--- config.mk ---
export PLATFORM = sky130hd
export DESIGN_NAME = uart_frame_loader_flat
export DESIGN_NICKNAME = d
export VERILOG_FILES = /design/src/rtl/uart_frame_loader_if.sv /design/src/rtl/uart_frame_loader.sv /design/src/flat_wrapper.sv
export SDC_FILE = /design/constraint.sdc
export NUM_CORES = 1
export LEC_CHECK = 0
export BUFFER_PORTS_ARGS = -buffer_cell sky130_fd_sc_hd__buf_2
export CAP_MARGIN = 30
export CORE_ASPECT_RATIO = 0.75
export CORE_UTILIZATION = 55
export DETAILED_ROUTE_END_ITERATION = 8
export GPL_TIMING_DRIVEN = 1
export PLACE_DENSITY = 0.84
export SLEW_MARGIN = 10
export SYNTH_ARGS = -nofsm -noshare
export SYNTH_HDL_FRONTEND = slang
export SYNTH_SLANG_ARGS = --single-unit
export TNS_END_PERCENT = 1
--- constraint.sdc ---
create_clock -name clk -period 3 [get_ports clk]
set_input_delay 0.3 -clock clk [delete_from_list [all_inputs] [get_ports clk]]
set_output_delay 0.3 -clock clk [all_outputs]
set_load 0.05 [all_outputs]
--- src/rtl/uart_frame_loader_if.sv ---
// Cell-load bus between the UART frame loader and the cell array.
// Carries the serial input into the loader and the loader's write strobe,
// address/data, frame status pulses and busy flag out to the array.
//   uart_rx     serial line, idle high
//   cell_we     one-cycle write strobe qualifying cell_addr/cell_data
//   cell_addr   cell index
//   cell_data   assembled 32-bit cell value
//   frame_done  pulse with the final cell write of a frame
//   frame_err   pulse on framing error or payload timeout
//   busy        frame reception in progress
interface uart_frame_loader_if #(
   parameter int ADDR_W = 5
);
   logic              uart_rx;
   logic              cell_we;
   logic [ADDR_W-1:0] cell_addr;
   logic [31:0]       cell_data;
   logic              frame_done;
   logic              frame_err;
   logic              busy;

   modport master (
      input  uart_rx,
      output cell_we,
      output cell_addr,
      output cell_data,
      output frame_done,
      output frame_err,
      output busy
   );

   modport slave (
      output uart_rx,
      input  cell_we,
      input  cell_addr,
      input  cell_data,
      input  frame_done,
      input  frame_err,
      input  busy
   );
endinterface

--- src/rtl/uart_frame_loader.sv ---
// UART 8N1 receiver and frame parser feeding the wave solver's cell array.
// A frame is HDR_LEN header bytes followed by N_CELLS little-endian 32-bit
// cell values, cell 0 first. Each completed cell produces one write strobe.
// Ports:
//   clk    system clock
//   rst_n  asynchronous active-low reset
//   bus    uart_frame_loader_if.master (uart_rx in; cell_we, cell_addr,
//          cell_data, frame_done, frame_err, busy out)
//
// Bit FSM
//   state   | meaning
//   B_IDLE  | line idle, waiting for a falling edge
//   B_START | half a bit time into the start bit, checking it is still low
//   B_DATA  | sampling 8 data bits LSB first, one bit time apart
//   B_STOP  | sampling the stop bit, then straight back to idle
// Frame FSM
//   state     | meaning
//   F_HUNT    | counting consecutive header bytes
//   F_PAYLOAD | assembling cell words, timeout armed between bytes
module uart_frame_loader #(
   parameter int         CLKS_PER_BIT = 235,
   parameter int         N_CELLS      = 20,
   parameter int         ADDR_W       = 5,
   parameter logic [7:0] HDR_BYTE     = 8'h01,
   parameter int         HDR_LEN      = 4,
   parameter int         TIMEOUT_CLKS = 4700
) (
   input logic                 clk,
   input logic                 rst_n,
   uart_frame_loader_if.master bus
);

   localparam int BIT_W = $clog2(CLKS_PER_BIT);
   localparam int TO_W  = $clog2(TIMEOUT_CLKS + 1);
   localparam int HDR_W = $clog2(HDR_LEN + 1);

   localparam logic [BIT_W-1:0]  HALF_BIT    = BIT_W'(CLKS_PER_BIT / 2);
   localparam logic [BIT_W-1:0]  FULL_BIT_M1 = BIT_W'(CLKS_PER_BIT - 1);
   localparam logic [BIT_W-1:0]  BIT_ONE     = BIT_W'(1);
   localparam logic [TO_W-1:0]   TO_LOAD     = TO_W'(TIMEOUT_CLKS - 1);
   localparam logic [TO_W-1:0]   TO_ONE      = TO_W'(1);
   localparam logic [HDR_W-1:0]  HDR_LAST    = HDR_W'(HDR_LEN - 1);
   localparam logic [HDR_W-1:0]  HDR_ONE     = HDR_W'(1);
   localparam logic [ADDR_W-1:0] LAST_CELL   = ADDR_W'(N_CELLS - 1);
   localparam logic [ADDR_W-1:0] CELL_ONE    = ADDR_W'(1);

   typedef enum logic [1:0] {B_IDLE, B_START, B_DATA, B_STOP} bit_state_t;
   typedef enum logic {F_HUNT, F_PAYLOAD} frame_state_t;

   logic              rx_meta_q, rx_meta_d;
   logic              rx_sync_q, rx_sync_d;
   logic              rx_prev_q, rx_prev_d;

   bit_state_t        bit_state_q, bit_state_d;
   logic [BIT_W-1:0]  bit_cnt_q, bit_cnt_d;
   logic [2:0]        bit_idx_q, bit_idx_d;
   logic [7:0]        shift_q, shift_d;

   frame_state_t      frame_state_q, frame_state_d;
   logic [HDR_W-1:0]  hdr_cnt_q, hdr_cnt_d;
   logic [1:0]        byte_idx_q, byte_idx_d;
   logic [ADDR_W-1:0] cell_idx_q, cell_idx_d;
   logic [23:0]       word_q, word_d;
   logic [TO_W-1:0]   to_cnt_q, to_cnt_d;

   logic              cell_we_q, cell_we_d;
   logic [ADDR_W-1:0] cell_addr_q, cell_addr_d;
   logic [31:0]       cell_data_q, cell_data_d;
   logic              frame_done_q, frame_done_d;
   logic              frame_err_q, frame_err_d;
   logic              busy_q, busy_d;

   logic              start_edge;
   logic              byte_ok;
   logic              byte_bad;

   assign start_edge = rx_prev_q & ~rx_sync_q;

   always_comb begin
      rx_meta_d     = bus.uart_rx;
      rx_sync_d     = rx_meta_q;
      rx_prev_d     = rx_sync_q;
      bit_state_d   = bit_state_q;
      bit_cnt_d     = bit_cnt_q;
      bit_idx_d     = bit_idx_q;
      shift_d       = shift_q;
      frame_state_d = frame_state_q;
      hdr_cnt_d     = hdr_cnt_q;
      byte_idx_d    = byte_idx_q;
      cell_idx_d    = cell_idx_q;
      word_d        = word_q;
      to_cnt_d      = to_cnt_q;
      cell_we_d     = 1'b0;
      cell_addr_d   = cell_addr_q;
      cell_data_d   = cell_data_q;
      frame_done_d  = 1'b0;
      frame_err_d   = 1'b0;
      busy_d        = busy_q;
      byte_ok       = 1'b0;
      byte_bad      = 1'b0;

      case (bit_state_q)
         B_IDLE: begin
            if (start_edge) begin
               bit_state_d = B_START;
               bit_cnt_d   = HALF_BIT;
            end
         end
         B_START: begin
            if (bit_cnt_q == '0) begin
               if (rx_sync_q) begin
                  bit_state_d = B_IDLE;
               end else begin
                  bit_state_d = B_DATA;
                  bit_cnt_d   = FULL_BIT_M1;
                  bit_idx_d   = 3'd0;
               end
            end else begin
               bit_cnt_d = bit_cnt_q - BIT_ONE;
            end
         end
         B_DATA: begin
            if (bit_cnt_q == '0) begin
               shift_d   = {rx_sync_q, shift_q[7:1]};
               bit_cnt_d = FULL_BIT_M1;
               if (bit_idx_q == 3'd7) begin
                  bit_state_d = B_STOP;
               end else begin
                  bit_idx_d = bit_idx_q + 3'd1;
               end
            end else begin
               bit_cnt_d = bit_cnt_q - BIT_ONE;
            end
         end
         B_STOP: begin
            // Return to idle right at the stop sample so a start edge in the
            // back half of the stop bit is not missed.
            if (bit_cnt_q == '0) begin
               bit_state_d = B_IDLE;
               byte_ok     = rx_sync_q;
               byte_bad    = ~rx_sync_q;
            end else begin
               bit_cnt_d = bit_cnt_q - BIT_ONE;
            end
         end
         default: bit_state_d = B_IDLE;
      endcase

      if (byte_bad) begin
         frame_err_d   = 1'b1;
         frame_state_d = F_HUNT;
         hdr_cnt_d     = '0;
         busy_d        = 1'b0;
      end else if (byte_ok) begin
         case (frame_state_q)
            F_HUNT: begin
               if (shift_q == HDR_BYTE) begin
                  busy_d = 1'b1;
                  if (hdr_cnt_q == HDR_LAST) begin
                     frame_state_d = F_PAYLOAD;
                     hdr_cnt_d     = '0;
                     byte_idx_d    = 2'd0;
                     cell_idx_d    = '0;
                     to_cnt_d      = TO_LOAD;
                  end else begin
                     hdr_cnt_d = hdr_cnt_q + HDR_ONE;
                  end
               end else begin
                  hdr_cnt_d = '0;
                  busy_d    = 1'b0;
               end
            end
            F_PAYLOAD: begin
               to_cnt_d   = TO_LOAD;
               byte_idx_d = byte_idx_q + 2'd1;
               case (byte_idx_q)
                  2'd0: word_d[7:0]   = shift_q;
                  2'd1: word_d[15:8]  = shift_q;
                  2'd2: word_d[23:16] = shift_q;
                  default: begin
                     cell_we_d   = 1'b1;
                     cell_addr_d = cell_idx_q;
                     cell_data_d = {shift_q, word_q};
                     if (cell_idx_q == LAST_CELL) begin
                        frame_done_d  = 1'b1;
                        frame_state_d = F_HUNT;
                        hdr_cnt_d     = '0;
                        busy_d        = 1'b0;
                     end else begin
                        cell_idx_d = cell_idx_q + CELL_ONE;
                     end
                  end
               endcase
            end
            default: frame_state_d = F_HUNT;
         endcase
      end else if (frame_state_q == F_PAYLOAD && bit_state_q == B_IDLE && !start_edge) begin
         // A start edge on the expiry cycle takes precedence, hence !start_edge.
         if (to_cnt_q == '0) begin
            frame_err_d   = 1'b1;
            frame_state_d = F_HUNT;
            hdr_cnt_d     = '0;
            busy_d        = 1'b0;
         end else begin
            to_cnt_d = to_cnt_q - TO_ONE;
         end
      end
   end

   always_ff @(posedge clk or negedge rst_n) begin
      if (!rst_n) begin
         rx_meta_q     <= 1'b1;
         rx_sync_q     <= 1'b1;
         rx_prev_q     <= 1'b1;
         bit_state_q   <= B_IDLE;
         bit_cnt_q     <= '0;
         bit_idx_q     <= '0;
         shift_q       <= '0;
         frame_state_q <= F_HUNT;
         hdr_cnt_q     <= '0;
         byte_idx_q    <= '0;
         cell_idx_q    <= '0;
         word_q        <= '0;
         to_cnt_q      <= '0;
         cell_we_q     <= 1'b0;
         cell_addr_q   <= '0;
         cell_data_q   <= '0;
         frame_done_q  <= 1'b0;
         frame_err_q   <= 1'b0;
         busy_q        <= 1'b0;
      end else begin
         rx_meta_q     <= rx_meta_d;
         rx_sync_q     <= rx_sync_d;
         rx_prev_q     <= rx_prev_d;
         bit_state_q   <= bit_state_d;
         bit_cnt_q     <= bit_cnt_d;
         bit_idx_q     <= bit_idx_d;
         shift_q       <= shift_d;
         frame_state_q <= frame_state_d;
         hdr_cnt_q     <= hdr_cnt_d;
         byte_idx_q    <= byte_idx_d;
         cell_idx_q    <= cell_idx_d;
         word_q        <= word_d;
         to_cnt_q      <= to_cnt_d;
         cell_we_q     <= cell_we_d;
         cell_addr_q   <= cell_addr_d;
         cell_data_q   <= cell_data_d;
         frame_done_q  <= frame_done_d;
         frame_err_q   <= frame_err_d;
         busy_q        <= busy_d;
      end
   end

   assign bus.cell_we    = cell_we_q;
   assign bus.cell_addr  = cell_addr_q;
   assign bus.cell_data  = cell_data_q;
   assign bus.frame_done = frame_done_q;
   assign bus.frame_err  = frame_err_q;
   assign bus.busy       = busy_q;

endmodule
--- src/flat_wrapper.sv ---
// flat-port wrapper written by rule: the top's interface ports become plain ports
module uart_frame_loader_flat 
#(
   parameter int         CLKS_PER_BIT = 235,
   parameter int         N_CELLS      = 20,
   parameter int         ADDR_W       = 5,
   parameter logic [7:0] HDR_BYTE     = 8'h01,
   parameter int         HDR_LEN      = 4,
   parameter int         TIMEOUT_CLKS = 4700
)
  (clk, rst_n, bus_uart_rx, bus_cell_we, bus_cell_addr, bus_cell_data, bus_frame_done, bus_frame_err, bus_busy);
  uart_frame_loader_if #(.ADDR_W(ADDR_W)) bus_i ();
  input logic clk;
  input logic rst_n;
  input wire logic [$bits(bus_i.uart_rx)-1:0] bus_uart_rx;
  output wire logic [$bits(bus_i.cell_we)-1:0] bus_cell_we;
  output wire logic [$bits(bus_i.cell_addr)-1:0] bus_cell_addr;
  output wire logic [$bits(bus_i.cell_data)-1:0] bus_cell_data;
  output wire logic [$bits(bus_i.frame_done)-1:0] bus_frame_done;
  output wire logic [$bits(bus_i.frame_err)-1:0] bus_frame_err;
  output wire logic [$bits(bus_i.busy)-1:0] bus_busy;
  assign bus_i.uart_rx = bus_uart_rx;
  assign bus_cell_we = bus_i.cell_we;
  assign bus_cell_addr = bus_i.cell_addr;
  assign bus_cell_data = bus_i.cell_data;
  assign bus_frame_done = bus_i.frame_done;
  assign bus_frame_err = bus_i.frame_err;
  assign bus_busy = bus_i.busy;
  uart_frame_loader #(.CLKS_PER_BIT(CLKS_PER_BIT), .N_CELLS(N_CELLS), .ADDR_W(ADDR_W), .HDR_BYTE(HDR_BYTE), .HDR_LEN(HDR_LEN), .TIMEOUT_CLKS(TIMEOUT_CLKS)) u_core (.clk(clk), .rst_n(rst_n), .bus(bus_i));
endmodule
==> summary.txt, run 1 <==
Floorplanning
  • Die Y: 86.9 um
  • Core footprint: ~9000 um^2
  • Die ar.: 10,000 um^2
  • Die width: between 100 and 150 um
  • Initial Util: 0.575
  • Row cnt: 30
  • I/O pin cnt: 44

Critical path
  • Worst path arrival time: between 3 and 4 ns
  • Reg2Reg Depth: 7
  • Reg-to-Reg Start: u_core.bit_cnt_q[0]$_DFFE_PN0P_
  • Classification of the worst setup path: reg -> reg
  • CP Max Fanout: 37
  • Crit-path cells: inv_1 -> ha_1 -> nor3b_1 -> and3_1 -> and3_4 -> nand2_8 -> mux2_4
  • RR Endpoint: u_core.bus.cell_data[18]$_DFFE_PN0P_
  • CP endpoint kind: register
  • Worst endpoint required time: ~3.3 ns
  • Slowest cell delay on critical path: between 0.5 and 0.6 ns
  • CP Buf/Inv Count: 1
  • Startpoint Class: register
  • CP max stage cell: nor3b_1
  • R2r setup slk: 0.25 ns
  • Delay-heaviest family, CP: simple AND/OR/NAND/NOR gates

Route
  • Routed WL: roughly 11,000 um
  • DR WL/cell: about 18 um
  • Via count: approximately 3,500
  • Vias per cell: between 5 and 6
  • DRT antenna net count: 0
  • Drt pass-1 iters: 4
  • Drt first-iter violations: 270
  • Drt drc: 0

STA
  • Final-report hold violation count: 0
  • Worst Skew: roughly 0.011 ns
  • Final setup viols: 0
  • Worst-Margin Slew: about 0.85 ns
  • Min cycle time layout: ~2.7 ns
  • Fin Setup TNS: 0 ns
  • Count of pins over their slew limit: 0
  • Slew headroom: 0.426
  • Final period util: 0.916
  • Unrepaired setup endpoints after global routing: false
  • Fmax: 364 MHz
  • WHS: 0.358 ns

Yosys
  • Largest family of logic cells by synthesized area: multiplexers
  • Adder-Cell Fraction of Synth Area: 0.0402
  • Mapped Nets: approximately 430
  • Simple-Gate Fraction of Synth Area: 0.129
  • XOR/XNOR Fraction of Synth Area: 0.00994
  • Share of synthesized registers carrying an async set or reset: 1.00
  • Mux cell area share after synthesis: 0.168
  • Post-synth top cells: dfrtp_1 (110), mux2_2 (39), mux2_4 (30)
  • Seq cells post-synth: 113
  • Synth top area share: 0.521
  • Area leader, netlist: dfrtp_1
  • Area fraction in compound gates after synthesis: 0.0859
  • Post-Synthesis Cells: 414
  • Number of synthesis warnings: 0
  • Most common cell in the netlist: dfrtp_1
  • Seq/Total Area, Yosys: 0.535
  • EDFF count, synth: 0
  • Synthesized area per cell: ~13 um^2
  • Top area cells in the synthesized netlist: dfrtp_1 (52%), mux2_4 (8.5%), mux2_2 (8.3%)
  • Synth unique cells: 57
  • Cell Area, Synth: 5290 um^2
  • Primary FF master, synth: dfrtp_1

Pwr
  • VDD IR max: roughly 0.52 mV
  • Sequential fraction of design power: 0.382
  • P_int: between 0.003 and 0.004 W
  • Clock power frac: 0.473
  • Psw: roughly 0.0012 W
  • Static leakage: 3.22 nW
  • Cell Pwr Density: just over 700 nW/um^2
  • Logic pwr share: 0.145
  • Tot Pwr: ~0.0044 W
  • Switch share: 0.271

Clock tree
  • Post-CTS Setup Inserts: 0
  • H-tree depth: 4
  • Longest Clk Path Bufs: 2
  • Clk Latency, worst-skew pair: 0.42 ns
  • Clk slew on worst S/H paths: around 0.050 ns
  • TritonCTS clock tree: built
  • CTS Sinks: approximately 110
  • CTS Buf Count: 17
  • Root buffer cell: clkbuf_16

Hold path
  • HP Start: u_core.rx_meta_q$_DFF_PN1_
  • Tightest Hold Check Type: reg -> reg
  • Hold Path Stages: 0
  • Hold path endpoint: u_core.rx_prev_d$_DFF_PN1_

Place
  • Buffers on Ports: 43
  • Post-Place Cells: around 570
  • Final HPWL DP: approximately 7200 um
  • Cell Area, Placed: around 5600 um^2
  • RePlAce Congestion: 0.834

GRT
  • First-pass GRT wire length: 18,300 um
  • Vias in the first global route: 3,590
  • Grt total ovfl: 0
  • Initial antenna violation count: 0
  • GRT Util Overall: 0.246
  • Largest net degree at the start of global routing: between 50 and 60

Final layout
  • Design area: 6220 um^2
  • Nets@finish: roughly 490
  • Area delta synth->final: 17.6%
  • Non-filler cells, final: 608
  • Ant. Diodes: 0
  • Share of layout cells above drive strength 1: 0.338

Status
  • Run status: complete, no violations

Run
  • Max cap viols: 0
==> stage by stage <==
| stage | worst slack [ns] | util |
|---|---|---|
| 2_1_floorplan | 0.682 | - |
| 3_3_place_gp | 0.518 | 0.606 |
| 3_5_place_dp | 0.301 | 0.606 |
| 4_1_cts | 0.276 | 0.676 |
| 5_1_grt | 0.0878 | 0.676 |
| 6_report | 0.252 | 0.676 |
==> power by group through the flow <==
stage	clock network (W)	registers [W]	logic, W
6_report	0.00210	0.00170	0.000646
5_1_grt	0.00219	0.00171	0.000720
4_1_cts	0.00213	0.00169	0.000644
3_5_place_dp	0	0.00172	0.000634
3_3_place_gp	0	0.00171	0.000600
2_1_floorplan	0	0.00169	0.000485
==> kinds of logic (layout without fill, tap and decap cells) <==
| logic type | after synthesis | in the layout |
|---|---|---|
| flip-flops | 113 | 113 |
| multiplexers | 69 | 69 |
| AO/OA/AOI/OAI | 68 | 68 |
| buffers and inverters | 25 | 91 |
| adder cells (fa/ha/maj) | 17 | 17 |
| AND/OR/NAND/NOR | 116 | 116 |
| XOR/XNOR | 6 | 6 |
==> worst reg2reg max path: cells and delay by family, from the launching register on <==
| family | cells | cell delay, ns |
|---|---|---|
| buffers and inverters | 1 | 0.11 |
| muxes | 1 | 0.43 |
| DFF | 1 | 0.40 |
| and+or+nand+nor | 4 | 1.52 |
| adders and majority gates | 1 | 0.19 |
==> state kept, by name, summed over array words and instances (netlist names), named ones only <==
signal / cells
u_core.rx_prev_q: 1
u_core.rx_meta_q: 1
u_core.bus.cell_addr: 5
u_core.bus.cell_we: 1
u_core.bus.frame_done: 1
u_core.cell_idx_q: 5
u_core.word_q: 24
u_core.bit_idx_q: 3
u_core.bus.frame_err: 1
u_core.bus.cell_data: 32
u_core.to_cnt_q: 13
u_core.bus.busy: 1
u_core.bit_state_q: 1
u_core.byte_idx_q: 2
u_core.rx_prev_d: 1
u_core.shift_q: 8
u_core.hdr_cnt_q: 3
u_core.bit_cnt_q: 8
u_core.frame_state_q: 1
==> per-layer routing <==
layer	track usage	up-vias	part of all wire
li1	-	1624	-
met1	0.323	1748	0.45
met2	0.384	106	0.48
met5	0	-	0
met3	0.0682	18	0.049
met4	0.111	0	0.019
==> layout by cell type (no fill, tap or decap), drive strengths merged, types with 4 or more instances in the layout <==
cell type | synthesis | final
and4 | 4 | 4
a21oi | 15 | 15
xnor2 | 6 | 6
dfrtp | 110 | 110
nand4 | 5 | 5
or3 | 7 | 7
inv | 12 | 12
nand2b | 5 | 5
nor3 | 8 | 8
o21ai | 16 | 16
or4 | 4 | 4
ha | 17 | 17
nand3 | 6 | 6
o31ai | 4 | 4
and3 | 6 | 6
clkbuf | 7 | 20
and2 | 4 | 4
clkinvlp | 0 | 6
a211oi | 5 | 5
nor4 | 8 | 8
nand2 | 22 | 22
mux2 | 69 | 69
buf | 6 | 45
nor2 | 24 | 24
a21o | 10 | 10
==> timing repair <==
item                                    4_1_cts  5_1_grt
hold endpoints to repair                     55        0
hold buffers                                  2        0
endpoints found under the setup margin        0        0
gates resized for setup                       0        0
==> cell type report <==
class | instances | area [um^2]
Fill cell | 640 | 2980
Sequential cell | 113 | 2830
Multi-Input combinational cell | 276 | 2290
Clock buffer | 20 | 467
Timing Repair Buffer | 47 | 265
Tap cell | 128 | 160
Clock inverter | 12 | 158
Inverter | 12 | 45.0
==> worst max-delay path by stage <==
stage                                    startpoint                              endpoint  depth (start not counted)
floorplan           u_core.bit_cnt_q[0]$_DFFE_PN0P_   u_core.bus.cell_addr[0]$_DFFE_PN0P_                         10
global placement    u_core.bit_cnt_q[0]$_DFFE_PN0P_  u_core.bus.cell_data[13]$_DFFE_PN0P_                          7
detailed placement  u_core.bit_cnt_q[0]$_DFFE_PN0P_  u_core.bus.cell_data[18]$_DFFE_PN0P_                          7
CTS                 u_core.bit_cnt_q[0]$_DFFE_PN0P_  u_core.bus.cell_data[18]$_DFFE_PN0P_                          7
global route        u_core.bit_cnt_q[0]$_DFFE_PN0P_      u_core.cell_idx_q[2]$_DFFE_PN0P_                          7
finish              u_core.bit_cnt_q[0]$_DFFE_PN0P_  u_core.bus.cell_data[18]$_DFFE_PN0P_                          7
(Power assumes the default switching activity.)
==> inputs of run 2 (changes only) <==
--- a/config.mk
+++ b/config.mk
@@ -7,7 +7,6 @@
 export LEC_CHECK = 0
 export BUFFER_PORTS_ARGS = -buffer_cell sky130_fd_sc_hd__buf_2
 export CAP_MARGIN = 30
-export CORE_ASPECT_RATIO = 0.75
 export CORE_UTILIZATION = 55
 export DETAILED_ROUTE_END_ITERATION = 8
 export GPL_TIMING_DRIVEN = 1
==> summary.txt, run 2 (same netlist as run 1, synthesis figures left out) <==
GRT
  • GRT Util Overall: 0.239 (was 0.246)
  • First-pass GRT wire length: 18,200 um (was 18,300 um)
  • Grt total ovfl: 0 (unchanged)
  • Vias in the first global route: 3,573 (was 3,590)
  • Largest net degree at the start of global routing: 60 (was 58)
  • Initial antenna violation count: 0 (unchanged)

Hold path
  • Hold path endpoint: u_core.rx_prev_d$_DFF_PN1_ (unchanged)
  • Hold Path Stages: 0 (unchanged)
  • HP Start: u_core.rx_meta_q$_DFF_PN1_ (unchanged)
  • Tightest Hold Check Type: reg -> reg (unchanged)

Pwr
  • Clock power frac: 0.473 (about the same)
  • Logic pwr share: 0.142 (was 0.145)
  • Switch share: 0.281 (was 0.271)
  • Cell Pwr Density: 707 nW/um^2 (was 714 nW/um^2)
  • Sequential fraction of design power: 0.385 (was 0.382)
  • Psw: 0.00124 W (was 0.00120 W)
  • VDD IR max: 0.396 mV (was 0.523 mV)
  • Static leakage: 3.24 nW (was 3.22 nW)
  • P_int: 0.00316 W (was 0.00324 W)

Final layout
  • Filler cells: 657 (was 640)
  • Commonest non-fill, non-tap cell in the layout: dfrtp_1 (unchanged)
  • Area delta synth->final: 17.6% (about the same)
  • Nets@finish: 488 (was 487)
  • Final Core Density: 0.670 (was 0.676)
  • Largest register FFs: 32 (unchanged)
  • Share of layout cells above drive strength 1: 0.339 (was 0.338)
  • Design area: 6220 um^2 (about the same)
  • Ant. Diodes: 0 (unchanged)
  • Commonest non-fill, non-tap cells in the layout: dfrtp_1 (110), buf_2 (42), mux2_2 (39) (unchanged)

STA
  • Final-report hold violation count: 0 (unchanged)
  • Unrepaired setup endpoints after global routing: false (unchanged)
  • Slew headroom: 0.409 (was 0.426)
  • Final setup viols: 0 (unchanged)
  • WHS: 0.358 ns (about the same)
  • Min cycle time layout: 2.64 ns (was 2.75 ns)
  • Count of pins over their slew limit: 0 (unchanged)
  • Fin Setup TNS: 0 ns (unchanged)
  • Worst-Margin Slew: 0.880 ns (was 0.855 ns)
  • Worst Skew: 0.00911 ns (was 0.0108 ns)
  • Fmax: 378 MHz (was 364 MHz)
  • Final period util: 0.882 (was 0.916)

Clock tree
  • PostCTS Resize Cnt: 0 (unchanged)
  • Root buffer cell: clkbuf_8 (was clkbuf_16)
  • Longest Clk Path Bufs: 2 (unchanged)
  • Clk Latency, worst-skew pair: 0.52 ns (was 0.42 ns)
  • CTS Buf Count: 17 (unchanged)
  • H-tree depth: 4 (unchanged)
  • CTS Sinks: 113 (unchanged)
  • Post-CTS Setup Inserts: 0 (unchanged)
  • Clk slew on worst S/H paths: 0.06 ns (was 0.05 ns)
  • TritonCTS clock tree: built (unchanged)

Route
  • Via count: 3,397 (was 3,496)
  • DR WL/cell: 17.4 um (was 17.9 um)
  • DRT antenna net count: 0 (unchanged)
  • Drt pass-1 iters: 4 (unchanged)
  • Vias per cell: 5.57 (was 5.75)
  • Drt drc: 0 (unchanged)
  • Routed WL: 10,600 um (was 10,900 um)
  • Drt first-iter violations: 103 (was 270)

Floorplanning
  • I/O pin cnt: 44 (unchanged)
  • Die width: 100 um (was 115 um)
  • Die Y: 100 um (was 86.9 um)
  • Row cnt: 35 (was 30)
  • Core footprint: 9280 um^2 (was 9200 um^2)
  • Initial Util: 0.570 (was 0.575)
  • Die ar.: 10,000 um^2 (about the same)

Status
  • Run status: complete, no violations (unchanged)

Critical path
  • CP endpoint kind: register (unchanged)
  • Reg2Reg Depth: 7 (unchanged)
  • Reg-to-Reg Start: u_core.bit_cnt_q[0]$_DFFE_PN0P_ (unchanged)
  • Worst path arrival time: 3.04 ns (about the same)
  • Startpoint Class: register (unchanged)
  • Classification of the worst setup path: reg -> reg (unchanged)
  • R2r setup slk: 0.36 ns (was 0.25 ns)
  • RR Endpoint: u_core.bus.cell_data[5]$_DFFE_PN0P_ (was u_core.bus.cell_data[18]$_DFFE_PN0P_)
  • CP Max Fanout: 37 (unchanged)
  • Worst endpoint required time: 3.40 ns (was 3.29 ns)

Place
  • RePlAce Congestion: 0.902 (was 0.834)
  • Buffers on Ports: 43 (unchanged)
  • Final HPWL DP: 6810 um (was 7240 um)
  • Cell Area, Placed: 5580 um^2 (was 5570 um^2)

Run
  • Max cap viols: 0 (unchanged)
## run 2: power by group through the flow
| stage | combinational, W | sequential, W | clock, W |
|---|---|---|---|
| final | 0.000626 | 0.00169 | 0.00208 |
| after global routing | 0.000715 | 0.00170 | 0.00219 |
| after floorplan | 0.000485 | 0.00169 | 0 |
| after CTS | 0.000628 | 0.00169 | 0.00212 |
| after detailed placement | 0.000626 | 0.00172 | 0 |
| after global placement | 0.000593 | 0.00171 | 0 |
## run 2: worst max-delay path, cell delays in order (launching register included)
cell	delay [ns]
dfrtp_1	0.40
inv_1	0.11
ha_1	0.18
nor3b_1	0.52
and3_1	0.36
and3_4	0.31
nand2_8	0.24
mux2_4	0.39
## run 2: worst max-delay path by stage
stage                                               start  cells after the start  slack, ns                              endpoint
final                     u_core.bit_cnt_q[0]$_DFFE_PN0P_                      7       0.36   u_core.bus.cell_data[5]$_DFFE_PN0P_
after floorplan           u_core.bit_cnt_q[0]$_DFFE_PN0P_                     10       0.68   u_core.bus.cell_addr[0]$_DFFE_PN0P_
after global routing      u_core.bit_cnt_q[0]$_DFFE_PN0P_                      7       0.11  u_core.bus.cell_data[19]$_DFFE_PN0P_
after detailed placement  u_core.bit_cnt_q[0]$_DFFE_PN0P_                      7       0.40  u_core.bus.cell_data[19]$_DFFE_PN0P_
after CTS                 u_core.bit_cnt_q[0]$_DFFE_PN0P_                      7       0.37  u_core.bus.cell_data[19]$_DFFE_PN0P_
after global placement    u_core.bit_cnt_q[0]$_DFFE_PN0P_                      7       0.53  u_core.bus.cell_data[18]$_DFFE_PN0P_
## run 2: what timing repair did
action,in CTS,in global routing
hold buffers,2,0
setup endpoints to repair,0,0
hold endpoints to repair,57,0
## run 2: per-stage QoR
step | worst slack [ns] | std cells | total power (W)
2_1_floorplan | 0.682 | 414 | 0.00218
3_3_place_gp | 0.534 | 576 | 0.00230
3_5_place_dp | 0.397 | 576 | 0.00234
4_1_cts | 0.373 | 610 | 0.00443
5_1_grt | 0.111 | 610 | 0.00461
6_report | 0.355 | 610 | 0.00440
## run 2: layout make-up
class                      count  area (um^2)  share of cell area
sequential                   113         2830               0.455
inverter                      12         45.0             0.00724
timing repair buffer          48          273              0.0439
clock buffer                  17          414              0.0666
multi-input combinational    276         2290               0.369
clock inverter                15          200              0.0322
tap                          129          161              0.0260
## run 2: per-layer routing
metal,up-vias,global-route usage,part of all wire
met2,62,0.430,0.53
met5,-,0,0
li1,1627,-,-
met1,1704,0.288,0.44
met4,0,0.0680,0.0032
met3,4,0.0564,0.028
==> inputs of run 3 (changes only) <==
--- a/config.mk
+++ b/config.mk
@@ -7,9 +7,9 @@
 export LEC_CHECK = 0
 export BUFFER_PORTS_ARGS = -buffer_cell sky130_fd_sc_hd__buf_2
 export CAP_MARGIN = 30
+export CORE_MARGIN = 10
 export CORE_UTILIZATION = 55
 export DETAILED_ROUTE_END_ITERATION = 8
-export GPL_TIMING_DRIVEN = 1
 export PLACE_DENSITY = 0.84
 export SLEW_MARGIN = 10
 export SYNTH_ARGS = -nofsm -noshare
==> constraint.sdc (replaced) <==
create_clock -name clk -period 3.2 [get_ports clk]
set_input_delay 0.32 -clock clk [delete_from_list [all_inputs] [get_ports clk]]
set_output_delay 0.32 -clock clk [all_outputs]
set_load 0.05 [all_outputs]
==> summary.txt, run 3 (same netlist as run 1, synthesis figures left out) <==
Status
  • Run status: complete, no violations (unchanged)

Place
  • Buffers on Ports: 43 (unchanged)
  • Cell Area, Placed: 5570 um^2 (was 5580 um^2)
  • Final HPWL DP: 7380 um (was 6810 um)
  • Post-Place Cells: 574 (was 576)
  • RePlAce Congestion: 0.861 (was 0.902)

STA
  • WHS: 0.354 ns (was 0.358 ns)
  • Fin Setup TNS: 0 ns (unchanged)
  • Count of pins over their slew limit: 0 (unchanged)
  • Unrepaired setup endpoints after global routing: false (unchanged)
  • Min cycle time layout: 2.65 ns (was 2.64 ns)
  • Slew headroom: 0.396 (was 0.409)
  • Final period util: 0.828 (was 0.882)
  • Fmax: 377 MHz (was 378 MHz)
  • Final setup viols: 0 (unchanged)
  • Worst-Margin Slew: 0.893 ns (was 0.880 ns)
  • Final-report hold violation count: 0 (unchanged)
  • Worst Skew: 0.00917 ns (was 0.00911 ns)

Clock tree
  • CTS Sinks: 113 (unchanged)
  • Root buffer cell: clkbuf_8 (unchanged)
  • H-tree depth: 4 (unchanged)
  • TritonCTS clock tree: built (unchanged)
  • Post-CTS Setup Inserts: 0 (unchanged)
  • Clk Latency, worst-skew pair: 0.51 ns (was 0.52 ns)
  • Clk slew on worst S/H paths: 0.06 ns (about the same)
  • CTS Buf Count: 17 (unchanged)
  • PostCTS Resize Cnt: 0 (unchanged)
  • Longest Clk Path Bufs: 2 (unchanged)
  • # hold bufs at CTS: 2 (unchanged)

Final layout
  • Nets@finish: 486 (was 488)
  • Largest register FFs: 32 (unchanged)
  • Design area: 6190 um^2 (was 6220 um^2)
  • Share of layout cells above drive strength 1: 0.334 (was 0.339)
  • Commonest non-fill, non-tap cells in the layout: dfrtp_1 (110), buf_2 (42), mux2_2 (39) (unchanged)
  • Ant. Diodes: 0 (unchanged)
  • Filler cells: 655 (was 657)
  • Non-filler cells, final: 608 (was 610)
  • Area delta synth->final: 17.0% (was 17.6%)
  • Final Core Density: 0.666 (was 0.670)
  • Commonest non-fill, non-tap cell in the layout: dfrtp_1 (unchanged)

Critical path
  • Worst endpoint required time: 3.59 ns (was 3.40 ns)
  • Worst path arrival time: 3.04 ns (about the same)
  • CP Max Fanout: 37 (unchanged)
  • CP endpoint kind: register (unchanged)
  • Classification of the worst setup path: reg -> reg (unchanged)
  • Reg2Reg Depth: 7 (unchanged)
  • Startpoint Class: register (unchanged)

Pwr
  • Static leakage: 3.22 nW (was 3.24 nW)
  • Cell Pwr Density: 660 nW/um^2 (was 707 nW/um^2)
  • VDD IR max: 0.536 mV (was 0.396 mV)

Route
  • Drt pass-1 iters: 4 (unchanged)
  • Vias per cell: 5.73 (was 5.57)
  • Drt first-iter violations: 214 (was 103)
  • Via count: 3,481 (was 3,397)
  • Drt drc: 0 (unchanged)
  • DR WL/cell: 18.9 um (was 17.4 um)
  • Routed WL: 11,500 um (was 10,600 um)
  • DRT antenna net count: 0 (unchanged)

Floorplanning
  • Initial Util: 0.570 (unchanged)
  • Die ar.: 13,900 um^2 (was 10,000 um^2)
  • I/O pin cnt: 44 (unchanged)
  • Die width: 118 um (was 100 um)
  • Die Y: 118 um (was 100 um)
  • Row cnt: 35 (unchanged)
  • Core footprint: 9280 um^2 (unchanged)

GRT
  • Vias in the first global route: 3,807 (was 3,573)
  • Largest net degree at the start of global routing: 68 (was 60)
  • First-pass GRT wire length: 19,600 um (was 18,200 um)
  • Initial antenna violation count: 1 (was 0)
  • GRT Util Overall: 0.170 (was 0.239)
  • Grt total ovfl: 0 (unchanged)

Hold path
  • Tightest Hold Check Type: reg -> reg (unchanged)
  • Hold Path Stages: 0 (unchanged)

Run
  • Max cap viols: 0 (unchanged)
## run 3: through the flow
stage	total power, W	worst slack, ns
after floorplan	0.00204	0.882
after global placement	0.00215	0.734
after detailed placement	0.00219	0.608
after CTS	0.00410	0.592
after global routing	0.00426	0.331
final	0.00408	0.550
## run 3: cell type report
cell class,instances,area [um^2],share of cell area
multi-input combinational,276,2290,0.371
tap,129,161,0.0261
clock buffer,18,418,0.0676
clock inverter,14,180,0.0291
inverter,12,45.0,0.00728
timing repair buffer,46,258,0.0417
sequential,113,2830,0.458
## run 3: critical path, cell delays in order (launching register included)
cell and delay [ns]:
dfrtp_1 0.40, inv_1 0.11, ha_1 0.18, nor3b_1 0.51
and3_1 0.35, and3_4 0.32, nand2_8 0.25, mux2_4 0.38
## run 3: final timing paths
path / start / endpoint / slack [ns]
max: u_core.bit_cnt_q[0]$_DFFE_PN0P_ / u_core.bus.cell_data[15]$_DFFE_PN0P_ / 0.55
min in group asynchronous: rst_n / u_core.bus.cell_data[12]$_DFFE_PN0P_ / 0.36
max in group asynchronous: rst_n / u_core.rx_meta_q$_DFF_PN1_ / 2.06
min reg2reg: u_core.rx_meta_q$_DFF_PN1_ / u_core.rx_prev_d$_DFF_PN1_ / 0.35
min: u_core.rx_meta_q$_DFF_PN1_ / u_core.rx_prev_d$_DFF_PN1_ / 0.35
max reg2reg: u_core.bit_cnt_q[0]$_DFFE_PN0P_ / u_core.bus.cell_data[15]$_DFFE_PN0P_ / 0.55
## run 3: report_power, final
group          leakage, nW  switching (W)  internal (W)
Sequential            1.55      0.0000922       0.00150
Clock                0.287       0.000708       0.00120
Combinational         1.38       0.000339      0.000246
## run 3: per-layer routing
layer  vias up  global-route usage  share of wire
li1       1617                   -              -
met1      1788               0.193           0.42
met2        63               0.304           0.54
met3        11              0.0494          0.038
met4         2              0.0440         0.0067
met5         -                   0         0.0011
